==> src/rtl/io_port_responder.sv <==
// CPU port-bus peripheral: LED latch, TX FIFO with valid/ready drain, control and status ports.
// Define IO_OVF_STICKY_EN to add the sticky overflow flag (status bit2, cleared by CTRL bit1).
module io_port_responder #(
    parameter int          DEPTH     = 8,
    parameter logic [15:0] PORT_LED  = 16'h0001,
    parameter logic [15:0] PORT_TX   = 16'h0002,
    parameter logic [15:0] PORT_CTRL = 16'h0003,
    parameter logic [15:0] PORT_STAT = 16'h0004
) (
    input  logic        clk,
    input  logic        reset,
    input  logic [15:0] addr,
    input  logic [15:0] wdata,
    input  logic        wr_stb,
    output logic [15:0] rd_data,
    output logic [15:0] led,
    output logic [15:0] tx_data,
    output logic        tx_valid,
    input  logic        tx_ready
);

    localparam int AW = $clog2(DEPTH);
    localparam int CW = AW + 1;

    logic [15:0]   mem_q [DEPTH];
    logic [AW-1:0] wr_ptr_q, wr_ptr_d;
    logic [AW-1:0] rd_ptr_q, rd_ptr_d;
    logic [CW-1:0] count_q, count_d;
    logic [15:0]   led_q, led_d;
    logic [15:0]   rd_data_q, rd_data_d;

    logic        wr_led, wr_tx, wr_ctrl;
    logic        empty, full, pop, push_ok, flush, mem_we;
    logic        ovf;
    logic [15:0] status;

    always_comb begin
        wr_led  = wr_stb && (addr == PORT_LED);
        wr_tx   = wr_stb && (addr == PORT_TX);
        wr_ctrl = wr_stb && (addr == PORT_CTRL);

        empty   = (count_q == '0);
        full    = (count_q == CW'(DEPTH));
        pop     = !empty && tx_ready;
        // A full FIFO still accepts a push when the same edge pops a word.
        push_ok = wr_tx && (!full || pop);
        flush   = wr_ctrl && wdata[0];
        mem_we  = push_ok && !flush;
    end

    always_comb begin
        led_d = wr_led ? wdata : led_q;

        if (flush) begin
            rd_ptr_d = '0;
            wr_ptr_d = '0;
            count_d  = '0;
        end else begin
            rd_ptr_d = rd_ptr_q + AW'(pop);
            wr_ptr_d = wr_ptr_q + AW'(push_ok);
            count_d  = count_q + CW'(push_ok) - CW'(pop);
        end
    end

    // Status is built from pre-edge state so a read never sees this edge's updates.
    always_comb begin
        status = {8'(count_q), 5'b0, ovf, full, empty};

        if (addr == PORT_LED) begin
            rd_data_d = led_q;
        end else if (addr == PORT_STAT) begin
            rd_data_d = status;
        end else begin
            rd_data_d = '0;
        end
    end

    always_ff @(posedge clk) begin
        if (reset) begin
            wr_ptr_q  <= '0;
            rd_ptr_q  <= '0;
            count_q   <= '0;
            led_q     <= '0;
            rd_data_q <= '0;
        end else begin
            wr_ptr_q  <= wr_ptr_d;
            rd_ptr_q  <= rd_ptr_d;
            count_q   <= count_d;
            led_q     <= led_d;
            rd_data_q <= rd_data_d;
        end
    end

    // Storage needs no reset: a word is only visible once count covers it.
    always_ff @(posedge clk) begin
        if (mem_we) begin
            mem_q[wr_ptr_q] <= wdata;
        end
    end

`ifdef IO_OVF_STICKY_EN
    logic ovf_q, ovf_d;
    logic ovf_evt, ovf_clr;

    always_comb begin
        ovf_evt = wr_tx && full && !pop;
        ovf_clr = wr_ctrl && wdata[1];
        ovf_d   = ovf_q;
        if (ovf_evt) begin
            ovf_d = 1'b1;
        end
        // Clear is applied last so it wins over a simultaneous overflow.
        if (ovf_clr) begin
            ovf_d = 1'b0;
        end
    end

    always_ff @(posedge clk) begin
        if (reset) begin
            ovf_q <= 1'b0;
        end else begin
            ovf_q <= ovf_d;
        end
    end

    assign ovf = ovf_q;
`else
    assign ovf = 1'b0;
`endif

    assign rd_data  = rd_data_q;
    assign led      = led_q;
    assign tx_data  = mem_q[rd_ptr_q];
    assign tx_valid = !empty;

endmodule
==> config.mk <==
export PLATFORM = sky130hd
export DESIGN_NAME = io_port_responder
export DESIGN_NICKNAME = d
export VERILOG_FILES = /design/src/rtl/io_port_responder.sv
export SDC_FILE = /design/constraint.sdc
export NUM_CORES = 1
export LEC_CHECK = 0
export BUFFER_PORTS_ARGS = -buffer_cell sky130_fd_sc_hd__buf_2
export CAP_MARGIN = 20
export CELL_PAD_IN_SITES_DETAIL_PLACEMENT = 1
export CELL_PAD_IN_SITES_GLOBAL_PLACEMENT = 2
export CORE_UTILIZATION = 38
export CTS_CLUSTER_DIAMETER = 150
export CTS_CLUSTER_SIZE = 40
export DETAILED_ROUTE_END_ITERATION = 10
export PLACE_DENSITY_LB_ADDON = 0.1
export SLEW_MARGIN = 30
export SYNTH_ARGS = -nofsm -noshare
export SYNTH_HDL_FRONTEND = slang
export SYNTH_SLANG_ARGS = --single-unit
==> constraint.sdc <==
create_clock -name clk -period 3.1 [get_ports clk]
set_input_delay 0.31 -clock clk [delete_from_list [all_inputs] [get_ports clk]]
set_output_delay 0.31 -clock clk [all_outputs]
set_load 0.05 [all_outputs]
==> metrics, run 1 <==
status=completed; cell area after layout=8050 sq um; htree depth=4; nets=515; worst slew pin tran=0.620 ns; Die Span Y=134 um; Max-Cap Viols=0; Area growth syn-to-layout=20.7%; kind of critical path=reg -> out; fin cells=707; gate count of the mapped netlist=369; Final Max Tran Viols=0; Primary FF master, synth=edfxtp_1; routed wire length per instance=20.5 um; drt pass-1 iters=4; initial antenna violation count=0; largest net degree at the start of global routing=37; # setup viols final=0; most common cell after layout, fill and taps aside=edfxtp_1; global-route wire length before repair=22,100 um; PD cells=744 nW/um^2; RSZ-0062 raised after global routing=false; DRC errors left=0; Post-synth EDFFs=128; Rel. slew slack=0.586; share of cells above drive strength 1=0.380; Final HPWL DP=9290 um; Die W=134 um; Fill cells=1,655; clk_skew=0.00788 ns; vias in the first global route=3,822; Final Cycle Share=0.857; placed cells=675; sequential-to-total area share from yosys stat=0.702; Hold Path Class=in -> reg; clk sinks=170; post-synthesis register bit count=170; starting density of the core=0.387; CTS Hold Bufs=0; clock root buffer master=clkbuf_16; most frequent cells in the layout=edfxtp_1, buf_2, dfxtp_1; synthesized area per cell=18.1 sq um; Core Area=17,200 sq um; startpoint types=flip-flop; Final ANT Viol Nets=0; Fin Setup TNS=0 ns; Lkg Pwr=2.81 nW; GRT overflow=0; detailed-route via count=3,515; Die ar.=18,100 sq um; CTS tree=done; Max Freq=0.377 GHz; post-synthesis cell type count=39; Worst EP arrival=2.35 ns; Clock Latency Late Sink=0.42 ns; Total Wirelength=14,500 um; Post-Syn Area=6670 sq um; Row Count=48; Critical Path Fanout Max=23; antenna diode count=0; syn nets=415; Max VDD drop=0.390 mV; clk slew on worst S/H paths=0.06 ns; Tmin final=2.66 ns; final count of hold timing violations=0; Max Buffers Root-to-Sink=2; Worst setup EP type=output pin; IO Pins=85; Placed Area=7440 sq um; GR Util All Layers=0.172; IO buf count=84; Worst Path Required=2.79 ns; Post-CTS Setup Inserts=0; yosys warns=0; Iter 0 DRT Violations=186; ys async rst share=0; routability cong.=0.714; CTS buffer count=17; via density per instance=4.97; post-cts repair resize count=0
through the flow:
stage | worst slack (ns) | hold WS, ns | util | total power, mW
after global routing | 0.318 | 0.195 | 0.467 | 6.23
after CTS | 0.386 | 0.181 | 0.467 | 6.07
final | 0.444 | 0.194 | 0.467 | 5.99
after floorplan | 0.375 | 0.409 | - | 3.55
after global placement | 0.577 | 0.463 | 0.432 | 3.86
after detailed placement | 0.501 | 0.483 | 0.432 | 3.87
critical path: stages, from the launching register on:
cell and delay [ns]:
dfxtp_2 0.59, buf_12 0.28, mux4_2 0.54, mux2_2 0.30, buf_2 0.22
layout make-up:
type | instances | area [sq um] | share of cell area
Sequential cell | 170 | 4690 | 0.582
Multi-Input combinational cell | 179 | 1920 | 0.238
Timing Repair Buffer | 97 | 543 | 0.0675
Clock buffer | 19 | 433 | 0.0538
Tap cell | 225 | 282 | 0.0350
Clock inverter | 13 | 175 | 0.0218
Inverter | 4 | 15.0 | 0.00187
cells by family after synthesis:
| family | share of synthesized area |
|---|---|
| and+or+nand+nor | 0.0829 |
| xor gates and xnor gates | 0.00525 |
| adders and majority gates | 0.0199 |
| muxes | 0.159 |
| DFF | 0.702 |
| buffers and inverters | 0.0158 |
| AOI/OAI and AO/OA | 0.0148 |
path summary, 6_finish.rpt:
| kind | from | endpoint | slack, ns | cells after the start |
|---|---|---|---|---|
| hold / removal | wdata[3] | mem_q[1][3] | 0.19 | 1 |
| hold reg to reg | led[3] | led[3] | 0.49 | 2 |
| setup / recovery | rd_ptr_q[0] | tx_data[13] | 0.44 | 4 |
| setup reg to reg | count_q[2] | count_q[3] | 0.63 | 10 |
synthesized netlist by cell type, drive strengths merged (2+ instances only):
library cell / number / area share
edfxtp: 128 / 0.58
dfxtp: 42 / 0.13
nand2b: 35 / 0.033
mux4: 32 / 0.11
and2: 16 / 0.015
mux2: 16 / 0.027
mux2i: 16 / 0.024
nor2: 15 / 0.0084
clkbuf: 9 / 0.0051
ha: 9 / 0.017
buf: 7 / 0.0084
nor3: 6 / 0.0045
a22oi: 4 / 0.0045
inv: 4 / 0.0023
xnor2: 4 / 0.0053
nand2: 3 / 0.0017
nor4: 3 / 0.0060
a32oi: 2 / 0.0026
nand4: 2 / 0.0028
nor2b: 2 / 0.0019
report_power, final:
group          leakage, nW  switching [mW]  internal [mW]
combinational         1.03           0.700          0.543
clock                0.295           0.848           1.34
sequential            1.49          0.0779           2.48
routing by layer:
layer	GRT usage	routed length, um
met1	0.225	6670
met2	0.284	7120
met3	0.0357	497
met4	0.0618	170
met5	0	0
sequential cells by signal (all words and copies together) (netlist names):
signal    count
count_q       4
rd_data      16
mem_q       128
wr_ptr_q      3
led          16
rd_ptr_q      3
No activity file was read; power rests on OpenSTA's default activity.
==> run 2, diff against run 1 <==
--- a/config.mk
+++ b/config.mk
@@ -9,7 +9,8 @@
 export CAP_MARGIN = 20
 export CELL_PAD_IN_SITES_DETAIL_PLACEMENT = 1
 export CELL_PAD_IN_SITES_GLOBAL_PLACEMENT = 2
-export CORE_UTILIZATION = 38
+export CORE_ASPECT_RATIO = 1.25
+export CORE_UTILIZATION = 30
 export CTS_CLUSTER_DIAMETER = 150
 export CTS_CLUSTER_SIZE = 40
 export DETAILED_ROUTE_END_ITERATION = 10
==> metrics, run 2 (same netlist as run 1, synthesis figures left out) <==
Lkg Pwr=2.81 nW; htree depth=4; Biggest register=mem_q; Max Freq=0.410 GHz; final count of hold timing violations=0; max incr delay on CP=0.44 ns; initial antenna violation count=0; routed wire length per instance=19.5 um; CTS Hold Bufs=0; Row Count=60; CTS tree=done; clk slew on worst S/H paths=0.06 ns; detailed-route via count=3,536; number of flip-flops in the largest register=128; crit path to=count_q[1]; RSZ-0062 raised after global routing=false; Total Wirelength=14,900 um; kind of critical path=reg -> reg; CTS buffer count=17; IO Pins=85; Area growth syn-to-layout=21.7%; # setup viols final=0; routability cong.=0.714; Core Area=21,700 sq um; Die W=135 um; clk sinks=170; PD cells=733 nW/um^2; worst r2r path cells=9; GR Util All Layers=0.142; Iter 0 DRT Violations=252; Die ar.=22,800 sq um; startpoint types=flip-flop; Tmin final=2.44 ns; Fill cells=2,211; Final ANT Viol Nets=0; share of cells above drive strength 1=0.392; Clock Latency Late Sink=0.42 ns; Hold Path Class=in -> reg; vias in the first global route=4,011; via density per instance=4.63; most common cell after layout, fill and taps aside=edfxtp_1; Critical Path Fanout Max=4; status=completed; clk_skew=0.00601 ns; clock root buffer master=clkbuf_16; worst slew pin tran=0.619 ns; Reg-to-Reg End=count_q[1]; IO buf count=84; post-cts repair resize count=0; Worst EP arrival=2.76 ns; Cell Chain, Critical Path=inv_1, ha_1, a21boi_0, o41ai_1, buf_4, o21ai_0, ha_1, fa_1, and2_1; Setup crit start=count_q[2]; R2R Setup Slk=0.66 ns; antenna diode count=0; Overall Power=5.95 mW; Final HPWL DP=9390 um; Max VDD drop=0.381 mV; largest net degree at the start of global routing=37; Crit path top cell by count=ha_1; DRC errors left=0; Final Max Tran Viols=0; Die Span Y=169 um; Worst setup EP type=flip-flop; Fin Setup TNS=0 ns; Rel. slew slack=0.586; global-route wire length before repair=23,100 um; nets=518; Max Buffers Root-to-Sink=2; starting density of the core=0.307; most frequent cells in the layout=edfxtp_1, buf_2, dfxtp_1; GRT overflow=0; slowest cell on the critical path=a21boi_0; drt pass-1 iters=4; Worst Path Required=3.42 ns; Final Cycle Share=0.786; Max-Cap Viols=0; reg-to-reg startpoint=count_q[2]; Post-CTS Setup Inserts=0
run 2: worst min-delay path by stage:
| stage | startpoint | end | slack [ns] | cells past startpoint |
|---|---|---|---|---|
| 6_report | wdata[4] | mem_q[4][4] | 0.20 | 1 |
| 4_1_cts | wdata[3] | mem_q[1][3] | 0.17 | 1 |
| 3_5_place_dp | led[3] | rd_data[3] | 0.48 | 1 |
| 3_3_place_gp | led[14] | led[14] | 0.48 | 2 |
| 5_1_grt | wdata[3] | mem_q[1][3] | 0.19 | 1 |
| 2_1_floorplan | wdata[0] | mem_q[0][0] | 0.41 | 0 |
run 2: worst max-delay path: cells and delay by family (launching register included):
kind	cells	cell delay, ns
AND/OR/NAND/NOR	1	0.15
flip-flops	1	0.38
adder cells (fa/ha/maj)	3	0.87
AO/OA/AOI/OAI	3	0.67
buffers and inverters	2	0.26
run 2: cell type report:
type | instances | area (sq um) | share of cell area
clock buffers | 18 | 429 | 0.0529
well taps | 279 | 349 | 0.0430
multi-input cells | 179 | 1920 | 0.236
clock inverters | 14 | 170 | 0.0210
inverters | 4 | 15.0 | 0.00185
repair buffers | 100 | 553 | 0.0681
flip-flops and latches | 170 | 4690 | 0.577
run 2: stage by stage:
stage / setup slack (ns) / hold slack [ns] / instance area (sq um) / util / instances
floorplan: 0.375 / 0.409 / 6680 / - / 369
global placement: 0.547 / 0.476 / 7520 / 0.347 / 732
detailed placement: 0.507 / 0.478 / 7520 / 0.347 / 732
CTS: 0.605 / 0.167 / 8120 / 0.374 / 764
global route: 0.509 / 0.185 / 8120 / 0.374 / 764
finish: 0.663 / 0.197 / 8120 / 0.374 / 764
run 2: power breakdown:
group,leakage [nW],switching [mW],internal (mW)
Sequential,1.49,0.0328,2.48
Clock,0.285,0.890,1.27
Combinational,1.04,0.744,0.537
Total,2.81,1.67,4.29
run 2: layer usage:
metal	up-vias	global-route usage	wire, um
met3	19	0.0332	447
li1	1629	-	-
met2	66	0.243	7530
met1	1822	0.172	6680
met4	0	0.0542	228
met5	-	0	0
